### src/rtl/spi_reg_pkg.sv
// ============================================================================
// Module   : spi_reg_pkg
// Purpose  : Shared definitions for the SPI command/register stage: FSM state
//            encoding, fixed register addresses and the command read bit.
// Ports    : none (package)
// Revision : 1.0 - initial release
// ============================================================================
`default_nettype none

package spi_reg_pkg;

  typedef enum logic [1:0] {
    ST_IDLE  = 2'd0,
    ST_CMD   = 2'd1,
    ST_WRITE = 2'd2,
    ST_READ  = 2'd3
  } state_t;

  localparam int ADDR_ID      = 0;
  localparam int ADDR_CTRL    = 1;
  localparam int ADDR_SCRATCH = 2;
  localparam int ADDR_STATUS  = 3;

  // Bit of the command header that selects read (1) or write (0).
  localparam int CMD_RD_BIT = 7;

endpackage

`default_nettype wire

### src/rtl/spi_reg_bank.sv
// ============================================================================
// Module   : spi_reg_bank
// Purpose  : Register array behind the SPI command stage. Address 0 is the
//            read-only ID byte, address 3 is a saturating unexpected-byte
//            counter that any write clears, everything else is plain RW.
// Ports    : clk, rst        - clock, async active-high reset
//            we/waddr/wdata  - write port (one byte per cycle)
//            inc_status      - bump the STATUS counter (saturating)
//            raddr/rdata     - combinational read port
//            ctrl            - CTRL register contents
// Revision : 1.0 - initial release
// ============================================================================
`default_nettype none

module spi_reg_bank
  import spi_reg_pkg::*;
#(
  parameter int          ADDR_W   = 4,
  parameter logic [7:0]  ID_VALUE = 8'hA5
) (
  input  logic              clk,
  input  logic              rst,
  input  logic              we,
  input  logic [ADDR_W-1:0] waddr,
  input  logic [7:0]        wdata,
  input  logic              inc_status,
  input  logic [ADDR_W-1:0] raddr,
  output logic [7:0]        rdata,
  output logic [7:0]        ctrl
);

  localparam int NUM_REGS = 2**ADDR_W;

  // Entry 0 is never written; the ID value is substituted on the read port.
  logic [7:0] regs [NUM_REGS];

  always_ff @(posedge clk or posedge rst) begin
    if (rst) begin
      for (int i = 0; i < NUM_REGS; i++) begin
        regs[i] <= 8'h00;
      end
    end else begin
      for (int i = 1; i < NUM_REGS; i++) begin
        if (i == ADDR_STATUS) begin
          // A clearing write takes priority over a same-cycle increment.
          if (we && (waddr == ADDR_W'(i))) begin
            regs[i] <= 8'h00;
          end else if (inc_status && (regs[i] != 8'hFF)) begin
            regs[i] <= regs[i] + 8'd1;
          end
        end else if (we && (waddr == ADDR_W'(i))) begin
          regs[i] <= wdata;
        end
      end
    end
  end

  assign rdata = (raddr == ADDR_W'(ADDR_ID)) ? ID_VALUE : regs[raddr];
  assign ctrl  = regs[ADDR_CTRL];

endmodule

`default_nettype wire

### src/rtl/spi_reg_ctrl.sv
// ============================================================================
// Module   : spi_reg_ctrl
// Purpose  : Command/register stage downstream of the SPI slave byte
//            interface. Decodes a one-byte command header per frame and then
//            performs auto-incrementing register writes or reads, supplying
//            the next transmit byte to the slave.
// Ports    : clk, rst            - clock, async active-high reset
//            cs                  - raw SPI chip-select (active-low, async)
//            rxd_data/rxd_flag   - received byte and its one-clk strobe
//            txd_data            - next byte for the slave to shift out
//            led_state, ctrl_reg - CTRL[0] and the full CTRL register
//            wr_strobe/wr_addr/wr_data - one-clk notification of each write
// Options  : SPI_REG_ECHO_EN - when defined, txd_data carries ID_VALUE in the
//            command phase and echoes the last written byte in the write phase.
// Revision : 1.0 - initial release
// ============================================================================
`default_nettype none

module spi_reg_ctrl
  import spi_reg_pkg::*;
#(
  parameter int          ADDR_W   = 4,
  parameter logic [7:0]  ID_VALUE = 8'hA5,
  parameter logic [7:0]  TXD_IDLE = 8'hC3
) (
  input  logic              clk,
  input  logic              rst,
  input  logic              cs,
  input  logic [7:0]        rxd_data,
  input  logic              rxd_flag,
  output logic [7:0]        txd_data,
  output logic              led_state,
  output logic [7:0]        ctrl_reg,
  output logic              wr_strobe,
  output logic [ADDR_W-1:0] wr_addr,
  output logic [7:0]        wr_data
);

  // cs_q[1] is the synchronised level, cs_q[2] its previous value.
  // Resetting to 0 (frame active) means a reset while cs is held low does
  // not fabricate a frame start; the rest of that frame stays in IDLE and
  // the eventual rise is harmless there.
  logic [2:0] cs_q;
  logic       cs_fall;
  logic       cs_rise;

  always_ff @(posedge clk or posedge rst) begin
    if (rst) begin
      cs_q <= 3'b000;
    end else begin
      cs_q <= {cs_q[1:0], cs};
    end
  end

  assign cs_fall = cs_q[2] & ~cs_q[1];
  assign cs_rise = ~cs_q[2] & cs_q[1];

  state_t            state, state_nxt;
  logic [ADDR_W-1:0] ptr, ptr_nxt;
  logic              bank_we;
  logic              inc_status;
  logic [7:0]        rd_data;
  logic [7:0]        txd_nxt;

  always_comb begin
    state_nxt  = state;
    ptr_nxt    = ptr;
    bank_we    = 1'b0;
    inc_status = 1'b0;
    case (state)
      ST_IDLE: begin
        inc_status = rxd_flag;
        if (cs_fall) state_nxt = ST_CMD;
      end
      ST_CMD: begin
        if (rxd_flag) begin
          ptr_nxt   = rxd_data[ADDR_W-1:0];
          state_nxt = rxd_data[CMD_RD_BIT] ? ST_READ : ST_WRITE;
        end
      end
      ST_WRITE: begin
        if (rxd_flag) begin
          bank_we = (ptr != ADDR_W'(ADDR_ID));
          ptr_nxt = ptr + 1'b1;
        end
      end
      ST_READ: begin
        if (rxd_flag) ptr_nxt = ptr + 1'b1;
      end
      default: state_nxt = ST_IDLE;
    endcase
    // A byte arriving with the cs rise is handled above before leaving.
    if (cs_rise) state_nxt = ST_IDLE;
  end

  // Transmit byte is chosen from the state being entered so it appears
  // exactly one clk after the triggering rxd_flag or cs edge.
  always_comb begin
    txd_nxt = TXD_IDLE;
    case (state_nxt)
      ST_READ:  txd_nxt = rd_data;
`ifdef SPI_REG_ECHO_EN
      ST_CMD:   txd_nxt = ID_VALUE;
      ST_WRITE: txd_nxt = ((state == ST_WRITE) && rxd_flag) ? rxd_data : txd_data;
`endif
      default:  txd_nxt = TXD_IDLE;
    endcase
  end

  always_ff @(posedge clk or posedge rst) begin
    if (rst) begin
      state     <= ST_IDLE;
      ptr       <= '0;
      txd_data  <= TXD_IDLE;
      wr_strobe <= 1'b0;
      wr_addr   <= '0;
      wr_data   <= 8'h00;
    end else begin
      state     <= state_nxt;
      ptr       <= ptr_nxt;
      txd_data  <= txd_nxt;
      wr_strobe <= bank_we;
      if (bank_we) begin
        wr_addr <= ptr;
        wr_data <= rxd_data;
      end
    end
  end

  // Read port looks at the next pointer so data lands with the update.
  spi_reg_bank #(
    .ADDR_W   (ADDR_W),
    .ID_VALUE (ID_VALUE)
  ) u_bank (
    .clk        (clk),
    .rst        (rst),
    .we         (bank_we),
    .waddr      (ptr),
    .wdata      (rxd_data),
    .inc_status (inc_status),
    .raddr      (ptr_nxt),
    .rdata      (rd_data),
    .ctrl       (ctrl_reg)
  );

  assign led_state = ctrl_reg[0];

endmodule

`default_nettype wire

### config.mk
export PLATFORM = sky130hd
export DESIGN_NAME = spi_reg_ctrl
export DESIGN_NICKNAME = d
export VERILOG_FILES = /design/src/rtl/spi_reg_pkg.sv /design/src/rtl/spi_reg_bank.sv /design/src/rtl/spi_reg_ctrl.sv
export SDC_FILE = /design/constraint.sdc
export NUM_CORES = 1
export LEC_CHECK = 0
export CORE_MARGIN = 2
export CORE_UTILIZATION = 30
export DETAILED_ROUTE_END_ITERATION = 12
export HOLD_SLACK_MARGIN = 0.08
export PLACE_DENSITY_LB_ADDON = 0.12
export SYNTH_ARGS = -nofsm -noshare
export SYNTH_HDL_FRONTEND = slang
export SYNTH_HIERARCHICAL = 1
export SYNTH_SLANG_ARGS = --single-unit
### constraint.sdc
create_clock -name clk -period 3.71 [get_ports clk]
set_input_delay 0.371 -clock clk [delete_from_list [all_inputs] [get_ports clk]]
set_output_delay 0.371 -clock clk [all_outputs]
set_load 0.01 [all_outputs]
==> impl_metrics.sql, run 1 <==
INSERT INTO impl_metrics (metric_group, metric, value, unit) VALUES
('sta', 'setup_violations', '0', ''),
('global_route', 'global_route_wire_length_before_repair', '27.93', 'mm'),
('power', 'power.clock.fraction', '0.267', ''),
('clock_network', 'post_cts.repair.setup_buffers', '0', ''),
('setup_path', 'worst_ep_arrival_time', '3.24', 'ns'),
('clock_network', 'clock_sink_count', '150', ''),
('floorplan', 'die_y', '157.0', 'microns'),
('placement', 'detailed_place.area', '0.007760', 'sq mm'),
('detailed_routing', 'via_count', '4319', ''),
('global_route', 'grt_max_degree', '79', ''),
('power', 'internal-power', '4.374', 'mW'),
('floorplan', 'die_area', '0.02464', 'sq mm'),
('placement', 'routabilityCongestion', '0.7623', ''),
('detailed_routing', 'ant_nets', '0', ''),
('hold_path', 'hold_path.class', 'reg2reg', ''),
('power', 'peakVddDrop', '0.0003018', 'V'),
('sta', 'worstMarginPinSlew', '0.8390', 'ns'),
('outcome', 'run_status', 'finished, final reports clean', ''),
('clock_network', 'clockBufferDepth', '2', ''),
('clock_network', 'cts-resized-gates', '0', ''),
('detailed_routing', 'top_layer_used', 'met4', ''),
('placement', 'dpl.hpwl', '12.10', 'mm'),
('cells_and_area', 'max_flop_register', 'u_bank/regs', ''),
('sta', 'fmaxAchievable', '0.3401', 'GHz'),
('floorplan', 'floorplan.die.width', '157.0', 'microns'),
('placement', 'dpl.cell_count', '849', ''),
('power', 'net-switching-power', '2.076', 'mW'),
('cells_and_area', 'finish.instance_area', '0.008341', 'sq mm'),
('detailed_routing', 'route.final.wire_length', '17.80', 'mm'),
('detailed_routing', 'firstDrtPassIters', '4', ''),
('clock_network', 'cts_tree', 'built', ''),
('setup_path', 'critical_path_required', '4.01', 'ns'),
('sta', 'post-route-worst-setup-slack', '0.7698', 'ns'),
('setup_path', 'worst_setup_path_start_kind', 'flop', ''),
('power', 'power.share.switching', '0.3218', ''),
('cells_and_area', 'instances_no_fill', '880', ''),
('power', 'power.combinational.fraction', '0.340', ''),
('placement', 'dp_slack', '0.4938', 'ns'),
('floorplan', 'design.core.area', '0.02278', 'sq mm'),
('sta', 'fin_crit', '2.940', 'ns'),
('sta', 'fin_setup_tns', '0', 'ns'),
('clock_network', 'clock_transition_at_the_registers_of_the_reported_paths', '0.06', 'ns'),
('sta', 'maxSlewHeadroom', '0.4400', ''),
('logic_synthesis', 'synth_enable_flop_cells', '0', ''),
('logic_synthesis', 'syn_area', '0.007019', 'sq mm'),
('sta', 'hold_viol', '0', ''),
('detailed_routing', 'routed-wl-met2', '8.763', 'mm'),
('global_route', 'grt.total_usage', '0.1551', ''),
('logic_synthesis', 'synthesis.instances', '517', ''),
('detailed_routing', 'drc', '0', ''),
('logic_synthesis', 'yosys_most_used_dff', 'sky130_fd_sc_hd__dfrtp_1', ''),
('sta', 'final-max-slew-violation-count', '0', ''),
('global_route', 'grt_antenna_before_repair', '0', ''),
('sta', 'grt_setup_unrepaired', 'false', ''),
('detailed_routing', 'met3_length', '474', 'microns'),
('clock_network', 'cts-hold-fix-buffers', '0', ''),
('logic_synthesis', 'synth_area_per_cell', '13.58', 'sq um'),
('global_route', 'first_global_vias', '4485', ''),
('sta', 'finClkSkew', '0.01165', 'ns'),
('logic_synthesis', 'ys_ff_latch', '150', ''),
('power', 'seq_power_share', '0.393', ''),
('clock_network', 'clkLatencyLatePin', '0.42', 'ns'),
('detailed_routing', 'detail_route.wirelength.met1', '8.381', 'mm'),
('cells_and_area', 'drive_above_1_share', '0.3686', ''),
('cells_and_area', 'layout.filler_cells', '2188', ''),
('logic_synthesis', 'syn-num-nets', '532', ''),
('power', 'power.density_cell_area', '773.4', 'mW/mm^2'),
('floorplan', 'placement_rows', '55', ''),
('job', 'maxCapViolations', '0', ''),
('global_route', 'grt.overflow.total', '0', ''),
('floorplan', 'pin_count', '42', '');
-- final timing paths --
check | startpoint | depth (start not counted) | to | slack, ns
max | ptr[1] | 10 | txd_data[5] | 0.77
max reg2reg | ptr[1] | 10 | txd_data[5] | 0.77
max in group asynchronous | rst | 3 | wr_data[6] | 2.48
min in group asynchronous | rst | 2 | u_bank/regs[103] | 0.40
min reg2reg | cs_q[0] | 0 | cs_q[1] | 0.35
min | cs_q[0] | 0 | cs_q[1] | 0.35
-- worst max-delay path, cell delays in order (launching register included) --
cell	delay, ns
sky130_fd_sc_hd__dfrtp_1	0.65
sky130_fd_sc_hd__inv_1	0.10
sky130_fd_sc_hd__ha_1	0.29
sky130_fd_sc_hd__o22ai_1	0.10
sky130_fd_sc_hd__a21oi_4	0.43
sky130_fd_sc_hd__buf_4	0.31
sky130_fd_sc_hd__nand2b_1	0.10
sky130_fd_sc_hd__nor2_1	0.09
sky130_fd_sc_hd__a21oi_1	0.09
sky130_fd_sc_hd__mux4_2	0.50
sky130_fd_sc_hd__and2_1	0.16
-- area by class of cell --
class | instances | area (sq um) | area share
flip-flops and latches | 150 | 3759 | 0.4506
multi-input cells | 311 | 2997 | 0.3593
well taps | 313 | 391.6 | 0.04695
clock buffers | 21 | 450.4 | 0.05401
clock inverters | 10 | 130.1 | 0.01560
inverters | 18 | 70.07 | 0.008401
repair buffers | 57 | 543.0 | 0.06511
-- per-stage QoR --
stage,hold slack (ns),power [mW]
finish,0.3532,6.450
global route,0.3633,6.842
CTS,0.3565,6.531
detailed placement,0.3418,4.792
global placement,0.3404,4.762
floorplan,0.3312,4.015
-- metal layers --
| metal | track usage | vias up |
|---|---|---|
| met1 | 0.2086 | 2300 |
| met2 | 0.2540 | 56 |
| met3 | 0.03001 | 14 |
| li1 | - | 1949 |
| met4 | 0.04718 | 0 |
| met5 | 0 | - |
-- cell usage in the layout, fill, tap and decap left out, types with 5 or more instances in the layout --
cell / count
sky130_fd_sc_hd__dfrtp_1: 146
sky130_fd_sc_hd__mux2_2: 117
sky130_fd_sc_hd__clkdlybuf4s50_1: 41
sky130_fd_sc_hd__o21ai_0: 20
sky130_fd_sc_hd__mux2i_1: 19
sky130_fd_sc_hd__mux4_2: 18
sky130_fd_sc_hd__clkbuf_16: 17
sky130_fd_sc_hd__inv_1: 16
sky130_fd_sc_hd__buf_4: 15
sky130_fd_sc_hd__a21oi_1: 14
sky130_fd_sc_hd__nor2_1: 11
sky130_fd_sc_hd__nor2_2: 10
sky130_fd_sc_hd__a221oi_1: 10
sky130_fd_sc_hd__or3_1: 8
sky130_fd_sc_hd__nand2b_1: 8
sky130_fd_sc_hd__nand2_1: 8
sky130_fd_sc_hd__mux2_4: 7
sky130_fd_sc_hd__nand3_1: 7
sky130_fd_sc_hd__nand3b_1: 6
sky130_fd_sc_hd__nor2b_1: 6
sky130_fd_sc_hd__a31oi_1: 6
sky130_fd_sc_hd__clkinv_2: 5
-- kinds of logic (layout without fill, tap and decap cells) --
family | after synthesis | in the layout | share of synthesized area
muxes | 161 | 161 | 0.2875
AOI/OAI and AO/OA | 69 | 69 | 0.06578
buffers and inverters | 56 | 106 | 0.04135
and+or+nand+nor | 77 | 77 | 0.06328
adders and majority gates | 3 | 3 | 0.005348
xor gates and xnor gates | 1 | 1 | 0.001248
DFF | 150 | 150 | 0.5355
-- power by group through the flow --
| stage | registers [mW] | logic [mW] | clock network (mW) |
|---|---|---|---|
| after floorplan | 2.46 | 1.55 | 0 |
| after global placement | 2.55 | 2.22 | 0 |
| after detailed placement | 2.56 | 2.23 | 0 |
| after CTS | 2.53 | 2.23 | 1.76 |
| after global routing | 2.61 | 2.39 | 1.84 |
| final | 2.53 | 2.19 | 1.72 |
-- synthesized netlist by cell type (2+ instances only) --
cell                        count  area share
sky130_fd_sc_hd__o2bb2ai_1      2      0.0025
sky130_fd_sc_hd__a211oi_1       2      0.0021
sky130_fd_sc_hd__or3_1          8      0.0071
sky130_fd_sc_hd__buf_4         12       0.013
sky130_fd_sc_hd__clkbuf_1      15      0.0080
sky130_fd_sc_hd__nand3_1        7      0.0050
sky130_fd_sc_hd__nor2b_1        6      0.0053
sky130_fd_sc_hd__a221oi_1      10       0.012
sky130_fd_sc_hd__mux4_2        18       0.058
sky130_fd_sc_hd__mux2_2       117        0.19
sky130_fd_sc_hd__inv_1         17      0.0091
sky130_fd_sc_hd__buf_2          7      0.0050
sky130_fd_sc_hd__mux2i_1       19       0.027
sky130_fd_sc_hd__dfstp_2        4       0.015
sky130_fd_sc_hd__nand2b_1       8      0.0071
sky130_fd_sc_hd__o211ai_1       2      0.0021
sky130_fd_sc_hd__nand2_1        8      0.0043
sky130_fd_sc_hd__a21oi_1       17       0.012
sky130_fd_sc_hd__buf_6          2      0.0032
sky130_fd_sc_hd__nor2_2        10      0.0089
sky130_fd_sc_hd__mux2_4         7       0.015
sky130_fd_sc_hd__dfrtp_1      146        0.52
sky130_fd_sc_hd__nand3b_1       6      0.0064
sky130_fd_sc_hd__and2_1         4      0.0036
sky130_fd_sc_hd__o21ai_0       20       0.014
sky130_fd_sc_hd__a22oi_1        2      0.0021
sky130_fd_sc_hd__a31oi_1        6      0.0053
sky130_fd_sc_hd__ha_1           3      0.0053
sky130_fd_sc_hd__nor2_1        11      0.0059
Note: power is estimated with default switching activity, not from simulation.
==> run 2: changes to the inputs <==
clock period = 2.8 ns   (was 3.71 ns; I/O delays follow)
==> run 2 against run 1 <==
First-iteration DRC count shrank 17%; die area is the same; setup slack lost 0.51 ns; clock power grew 34%; critical path type unchanged; final cell count grew 5.5%.
==> impl_metrics.sql, run 2 (synthesis gave the netlist of run 1 again) <==
INSERT INTO impl_metrics (metric_group, metric, value, unit) VALUES
('outcome', 'run_status', 'finished, final reports clean', ''),
('setup_path', 'crit_top_cell', 'sky130_fd_sc_hd__buf_4', ''),
('floorplan', 'design.core.area', '0.02278', 'sq mm'),
('detailed_routing', 'ant_nets', '0', ''),
('sta', 'fmaxAchievable', '0.3933', 'GHz'),
('setup_path', 'cp_max_fo', '12', ''),
('global_route', 'grt.total_usage', '0.1622', ''),
('floorplan', 'initial_util', '0.3082', ''),
('floorplan', 'floorplan.die.width', '157.0', 'microns'),
('power', 'cellLeakagePower', '3.946', 'nW'),
('global_route', 'first_global_vias', '4802', ''),
('detailed_routing', 'drc', '0', ''),
('setup_path', 'critical_path_required', '3.11', 'ns'),
('sta', 'fin_setup_tns', '0', 'ns'),
('setup_path', 'cp_cell_sequence', 'inv_1 -> ha_1 -> o22ai_1 -> a21oi_4 -> buf_4 -> nand2b_1 -> nor2_1 -> a21oi_1 -> buf_4 -> mux4_2 -> and2_1', ''),
('sta', 'post-route-worst-setup-slack', '0.2572', 'ns'),
('hold_path', 'hold_path.class', 'in2async', ''),
('clock_network', 'cts_tree', 'built', ''),
('clock_network', 'clockBufferDepth', '2', ''),
('sta', 'setup_violations', '0', ''),
('detailed_routing', 'route.final.wire_length', '18.52', 'mm'),
('setup_path', 'crit_buf_inv', '3', ''),
('placement', 'detailed_place.area', '0.008257', 'sq mm'),
('clock_network', 'cts-buffers-inserted', '17', ''),
('clock_network', 'clock_transition_at_the_registers_of_the_reported_paths', '0.06', 'ns'),
('power', 'peakVddDrop', '0.0004112', 'V'),
('setup_path', 'critical_path.slowest_cell', 'sky130_fd_sc_hd__dfrtp_1', ''),
('setup_path', 'timing.critical_path.slowest_cell_delay', '0.46', 'ns'),
('cells_and_area', 'max_flop_register', 'u_bank/regs', ''),
('setup_path', 'critical_path.top_delay_family', 'buffers and inverters', ''),
('sta', 'final-max-slew-violation-count', '0', ''),
('global_route', 'grt_antenna_before_repair', '0', ''),
('placement', 'portBuffers', '41', ''),
('detailed_routing', 'via_count', '4533', ''),
('sta', 'fin_crit', '2.543', 'ns'),
('cells_and_area', 'final_common_cell', 'sky130_fd_sc_hd__dfrtp_1', ''),
('detailed_routing', 'post_drt_via_cell_ratio', '4.885', ''),
('sta', 'worstMarginPinSlew', '0.8430', 'ns'),
('cells_and_area', 'fin_nets', '616', ''),
('sta', 'grt_setup_unrepaired', 'false', ''),
('setup_path', 'worst_ep_arrival_time', '2.85', 'ns'),
('sta', 'finClkSkew', '0.006462', 'ns'),
('clock_network', 'post_cts.repair.setup_buffers', '0', ''),
('global_route', 'grt_max_degree', '36', ''),
('sta', 'fin_crit_sh', '0.9081', ''),
('setup_path', 'worst_setup_path_start_kind', 'flop', ''),
('detailed_routing', 'detail_route.iter0.violations', '197', ''),
('placement', 'dpl.hpwl', '12.95', 'mm'),
('sta', 'maxSlewHeadroom', '0.4362', ''),
('detailed_routing', 'wl_per_cell', '19.95', 'microns'),
('clock_network', 'clkLatencyLatePin', '0.42', 'ns'),
('sta', 'hold_viol', '0', ''),
('power', 'power.density_cell_area', '1005', 'mW/mm^2'),
('detailed_routing', 'firstDrtPassIters', '4', ''),
('placement', 'routabilityCongestion', '0.7879', ''),
('clock_network', 'cts-hold-fix-buffers', '0', ''),
('cells_and_area', 'area_delta_synth_final', '26.08', '%'),
('setup_path', 'setup.worst_path.end_class', 'flop', ''),
('floorplan', 'die_area', '0.02464', 'sq mm'),
('clock_network', 'cts-resized-gates', '0', ''),
('job', 'maxCapViolations', '0', ''),
('floorplan', 'pin_count', '42', ''),
('global_route', 'global_route_wire_length_before_repair', '29.37', 'mm'),
('cells_and_area', 'drive_above_1_share', '0.4186', ''),
('cells_and_area', 'finish.instance_area', '0.008850', 'sq mm'),
('setup_path', 'path_class', 'reg2reg', ''),
('cells_and_area', 'largest_register_ffs', '112', ''),
('clock_network', 'cts_root_buffer', 'sky130_fd_sc_hd__clkbuf_16', ''),
('clock_network', 'total_number_of_h_tree_levels', '4', ''),
('floorplan', 'die_y', '157.0', 'microns'),
('cells_and_area', 'final_cell_mix', 'sky130_fd_sc_hd__dfrtp_1, sky130_fd_sc_hd__mux2_2, sky130_fd_sc_hd__buf_4', ''),
('global_route', 'grt.overflow.total', '0', ''),
('placement', 'dp_slack', '-0.03626', 'ns'),
('floorplan', 'placement_rows', '55', ''),
('clock_network', 'clock_sink_count', '150', ''),
('sta', 'worst_hold_check_slack', '0.2622', 'ns');
## run 2: power by group
part           switching, mW  leakage, nW  total [mW]  internal, mW
logic                   1.48         1.70        3.26          1.78
clock network          0.958        0.272        2.31          1.35
registers              0.467         1.98        3.32          2.85
## run 2: layout make-up
class	count	area, sq um
fill	2146	13930
inverter	18	71.32
timing repair buffer	103	1039
antenna	1	2.502
tap	313	391.6
clock inverter	12	143.9
clock buffer	20	446.7
sequential	150	3759
multi-input combinational	311	2997
## run 2: worst paths after layout
kind | startpoint | endpoint | slack, ns | cells after the start
worst min-delay path | rst | u_bank/regs[111] | 0.26 | 2
worst max register to register | ptr[1] | txd_data[5] | 0.26 | 11
max in group asynchronous | rst | u_bank/regs[54] | 1.83 | 3
worst max-delay path | ptr[1] | txd_data[5] | 0.26 | 11
min in group clk | cs | cs_q[0] | 0.31 | 1
worst min register to register | cs_q[0] | cs_q[1] | 0.35 | 0
## run 2: routing by layer
metal	vias up	routed length (microns)	GRT usage
li1	2058	-	-
met3	17	715	0.02588
met4	0	246	0.05286
met1	2377	8510	0.2230
met2	81	9047	0.2623
met5	-	0	0
## run 2: worst reg2reg max path, delay by kind of cell, from the launching register on
family | cells | cell delay [ns]
buf+inv | 3 | 0.51
compound gates | 3 | 0.40
flops | 1 | 0.46
fa+ha+maj | 1 | 0.27
simple gates | 3 | 0.35
mux | 1 | 0.44
## run 2: metrics by stage
| step | std cells | total power [mW] | util |
|---|---|---|---|
| final | 928 | 8.898 | 0.3885 |
| after global routing | 927 | 9.434 | 0.3884 |
| after CTS | 927 | 9.006 | 0.3884 |
| after detailed placement | 895 | 6.652 | 0.3625 |
| after global placement | 895 | 6.586 | 0.3625 |
| after floorplan | 517 | 5.320 | - |
==> run 3: changes to the inputs <==
CORE_MARGIN = not set   (was 2)
RECOVER_POWER = 100   (was not set)
==> run 3 against run 2 <==
Sequential cell count is the same; critical path type unchanged; setup slack lost 0.083 ns; maximum frequency decreased by 3.2%; count of clock-buffer cells in the layout shrank 1; final cell count decreased by 0.32%; die area fell by 2.5%; wire length is 2.0% lower; the flow now finishes with violations (capacitance limit, slew limit); sequential power hardly changed; via count shrank 3.1%; sequential share of layout area grew 1.2 points.
==> impl_metrics.sql, run 3 (synthesis gave the netlist of run 1 again) <==
INSERT INTO impl_metrics (metric_group, metric, value, unit) VALUES
('sta', 'hold_viol', '0', ''),
('setup_path', 'r2r_setup_slack', '0.17', 'ns'),
('clock_network', 'cts-buffers-inserted', '17', ''),
('setup_path', 'critical_path.top_delay_family', 'multiplexers', ''),
('placement', 'portBuffers', '41', ''),
('placement', 'routabilityCongestion', '0.7622', ''),
('setup_path', 'r2r.worst_path.cells', '9', ''),
('global_route', 'first_global_vias', '4678', ''),
('setup_path', 'timing.critical_path.slowest_cell_delay', '0.48', 'ns'),
('setup_path', 'critical_path.slowest_cell', 'sky130_fd_sc_hd__dfrtp_1', ''),
('cells_and_area', 'diodes', '0', ''),
('outcome', 'run_status', 'finished, violations left', ''),
('global_route', 'global_route_wire_length_before_repair', '28.95', 'mm'),
('power', 'finalPower', '8.777', 'mW'),
('cells_and_area', 'layout.filler_cells', '2191', ''),
('cells_and_area', 'largest_register_ffs', '112', ''),
('detailed_routing', 'drc', '0', ''),
('sta', 'fmaxAchievable', '0.3808', 'GHz'),
('detailed_routing', 'wl_per_cell', '19.63', 'microns'),
('detailed_routing', 'ant_nets', '0', ''),
('sta', 'final-max-slew-violation-count', '152', ''),
('sta', 'maxSlewHeadroom', '-0.2872', ''),
('setup_path', 'worst_setup_path_endpoint', 'txd_data[5]', ''),
('job', 'maxCapViolations', '2', ''),
('global_route', 'grt.overflow.total', '0', ''),
('cells_and_area', 'max_flop_register', 'u_bank/regs', ''),
('cells_and_area', 'drive_above_1_share', '0.3742', ''),
('cells_and_area', 'fin_nets', '614', ''),
('cells_and_area', 'final_common_cell', 'sky130_fd_sc_hd__dfrtp_1', ''),
('setup_path', 'critical_path_required', '3.12', 'ns'),
('detailed_routing', 'top_layer_used', 'met4', ''),
('floorplan', 'floorplan.die.width', '155.0', 'microns'),
('sta', 'fin_crit_sh', '0.9379', ''),
('power', 'power.density_cell_area', '1020', 'mW/mm^2'),
('setup_path', 'cp_max_fo', '13', ''),
('clock_network', 'clock_transition_at_the_registers_of_the_reported_paths', '0.06', 'ns'),
('global_route', 'grt_max_degree', '121', ''),
('detailed_routing', 'met3_length', '466', 'microns'),
('sta', 'setup_violations', '0', ''),
('detailed_routing', 'routed-wl-met2', '8.710', 'mm'),
('setup_path', 'worstSetupPathDepth', '9', ''),
('setup_path', 'critical_path.startpoint', 'ptr[0]', ''),
('floorplan', 'die_y', '155.0', 'microns'),
('global_route', 'grt_antenna_before_repair', '0', ''),
('floorplan', 'die_area', '0.02401', 'sq mm'),
('sta', 'fin_crit', '2.626', 'ns'),
('setup_path', 'crit_buf_inv', '3', ''),
('floorplan', 'design.core.area', '0.02278', 'sq mm'),
('setup_path', 'crit_top_cell', 'sky130_fd_sc_hd__mux4_2', ''),
('detailed_routing', 'detail_route.wirelength.met1', '8.771', 'mm'),
('setup_path', 'cp_cell_sequence', 'inv_1 -> ha_1 -> o22ai_1 -> a21oi_4 -> buf_12 -> buf_4 -> mux4_2 -> mux4_2 -> and2_1', ''),
('clock_network', 'post_cts.repair.setup_buffers', '0', ''),
('setup_path', 'setup.worst_path.end_class', 'flop', ''),
('setup_path', 'worst_setup_path_start_kind', 'flop', ''),
('clock_network', 'clkLatencyLatePin', '0.43', 'ns'),
('floorplan', 'pin_count', '42', ''),
('hold_path', 'hold_path.startpoint', 'cs_q[0]', ''),
('sta', 'worst_hold_check_slack', '0.3594', 'ns'),
('sta', 'worstMarginPinSlew', '1.931', 'ns'),
('power', 'cellLeakagePower', '3.881', 'nW'),
('placement', 'dpl.hpwl', '12.43', 'mm'),
('cells_and_area', 'final_cell_mix', 'sky130_fd_sc_hd__dfrtp_1, sky130_fd_sc_hd__mux2_2, sky130_fd_sc_hd__dlygate4sd3_1, sky130_fd_sc_hd__buf_4, sky130_fd_sc_hd__o21ai_0', ''),
('cells_and_area', 'instances_no_fill', '925', ''),
('clock_network', 'clockBufferDepth', '2', ''),
('floorplan', 'placement_rows', '55', ''),
('clock_network', 'cts_tree', 'built', ''),
('sta', 'grt_setup_unrepaired', 'false', ''),
('setup_path', 'reg2reg_to', 'txd_data[5]', ''),
('hold_path', 'hold_path.class', 'reg2reg', ''),
('setup_path', 'regToRegStartpoint', 'ptr[0]', ''),
('setup_path', 'worst_ep_arrival_time', '2.95', 'ns'),
('floorplan', 'initial_util', '0.3082', ''),
('clock_network', 'total_number_of_h_tree_levels', '4', ''),
('power', 'peakVddDrop', '0.0004792', 'V'),
('outcome', 'violated_checks', 'capacitance limit, slew limit', ''),
('detailed_routing', 'detail_route.iter0.violations', '209', ''),
('detailed_routing', 'route.final.wire_length', '18.15', 'mm'),
('detailed_routing', 'firstDrtPassIters', '4', ''),
('setup_path', 'path_class', 'reg2reg', ''),
('placement', 'dpl.cell_count', '893', ''),
('global_route', 'grt.total_usage', '0.1648', ''),
('sta', 'finClkSkew', '0.008524', 'ns'),
('detailed_routing', 'via_count', '4392', ''),
('detailed_routing', 'post_drt_via_cell_ratio', '4.748', ''),
('clock_network', 'cts_root_buffer', 'sky130_fd_sc_hd__clkbuf_16', ''),
('cells_and_area', 'area_delta_synth_final', '22.53', '%'),
('clock_network', 'cts-hold-fix-buffers', '0', ''),
('clock_network', 'clock_sink_count', '150', ''),
('clock_network', 'cts-resized-gates', '0', '');
run 3: cell type report:
| type | instances | area (sq um) | share of cell area |
|---|---|---|---|
| clock inverter | 13 | 155.1 | 0.01804 |
| inverter | 18 | 71.32 | 0.008292 |
| timing repair buffer | 101 | 834.6 | 0.09703 |
| multi-input combinational | 311 | 2947 | 0.3426 |
| tap | 313 | 391.6 | 0.04553 |
| clock buffer | 19 | 442.9 | 0.05150 |
| sequential | 150 | 3759 | 0.4370 |
run 3: worst reg2reg max path, delay by kind of cell, from the launching register on:
family | cells | cell delay [ns]
AO/OA/AOI/OAI | 2 | 0.33
adder cells (fa/ha/maj) | 1 | 0.28
buffers and inverters | 3 | 0.49
flip-flops | 1 | 0.48
multiplexers | 2 | 0.80
AND/OR/NAND/NOR | 1 | 0.14
run 3: worst min-delay path by stage:
| stage | slack (ns) | cells past startpoint | to |
|---|---|---|---|
| 3_5_place_dp | 0.34 | 0 | cs_q[1] |
| 3_3_place_gp | 0.34 | 0 | cs_q[1] |
| 2_1_floorplan | 0.31 | 0 | cs_q[0] |
| 6_report | 0.36 | 0 | cs_q[1] |
| 5_1_grt | 0.36 | 0 | cs_q[1] |
| 4_1_cts | 0.29 | 1 | cs_q[0] |
run 3: per-layer routing:
layer / up-vias / track usage
li1: 2047 / -
met1: 2277 / 0.2271
met2: 54 / 0.2621
met3: 14 / 0.02925
met4: 0 / 0.05375
met5: - / 0
run 3: stage by stage:
stage / setup TNS [ns] / setup WS, ns / instance area [sq um] / util
final: 0 / 0.1738 / 8601 / 0.3776
after global routing: 0 / 0.04516 / 8601 / 0.3776
after CTS: 0 / 0.2059 / 8752 / 0.3842
after detailed placement: -0.1558 / -0.08277 / 8154 / 0.3580
after global placement: -0.1982 / -0.1016 / 8154 / 0.3580
after floorplan: 0 / 0.3910 / 7023 / -
run 3: power by group:
part | leakage (nW) | switching, mW | internal (mW) | total (mW)
logic | 1.62 | 1.46 | 1.68 | 3.15
clock network | 0.289 | 0.915 | 1.42 | 2.33
registers | 1.98 | 0.438 | 2.86 | 3.29
total | 3.88 | 2.82 | 5.96 | 8.78
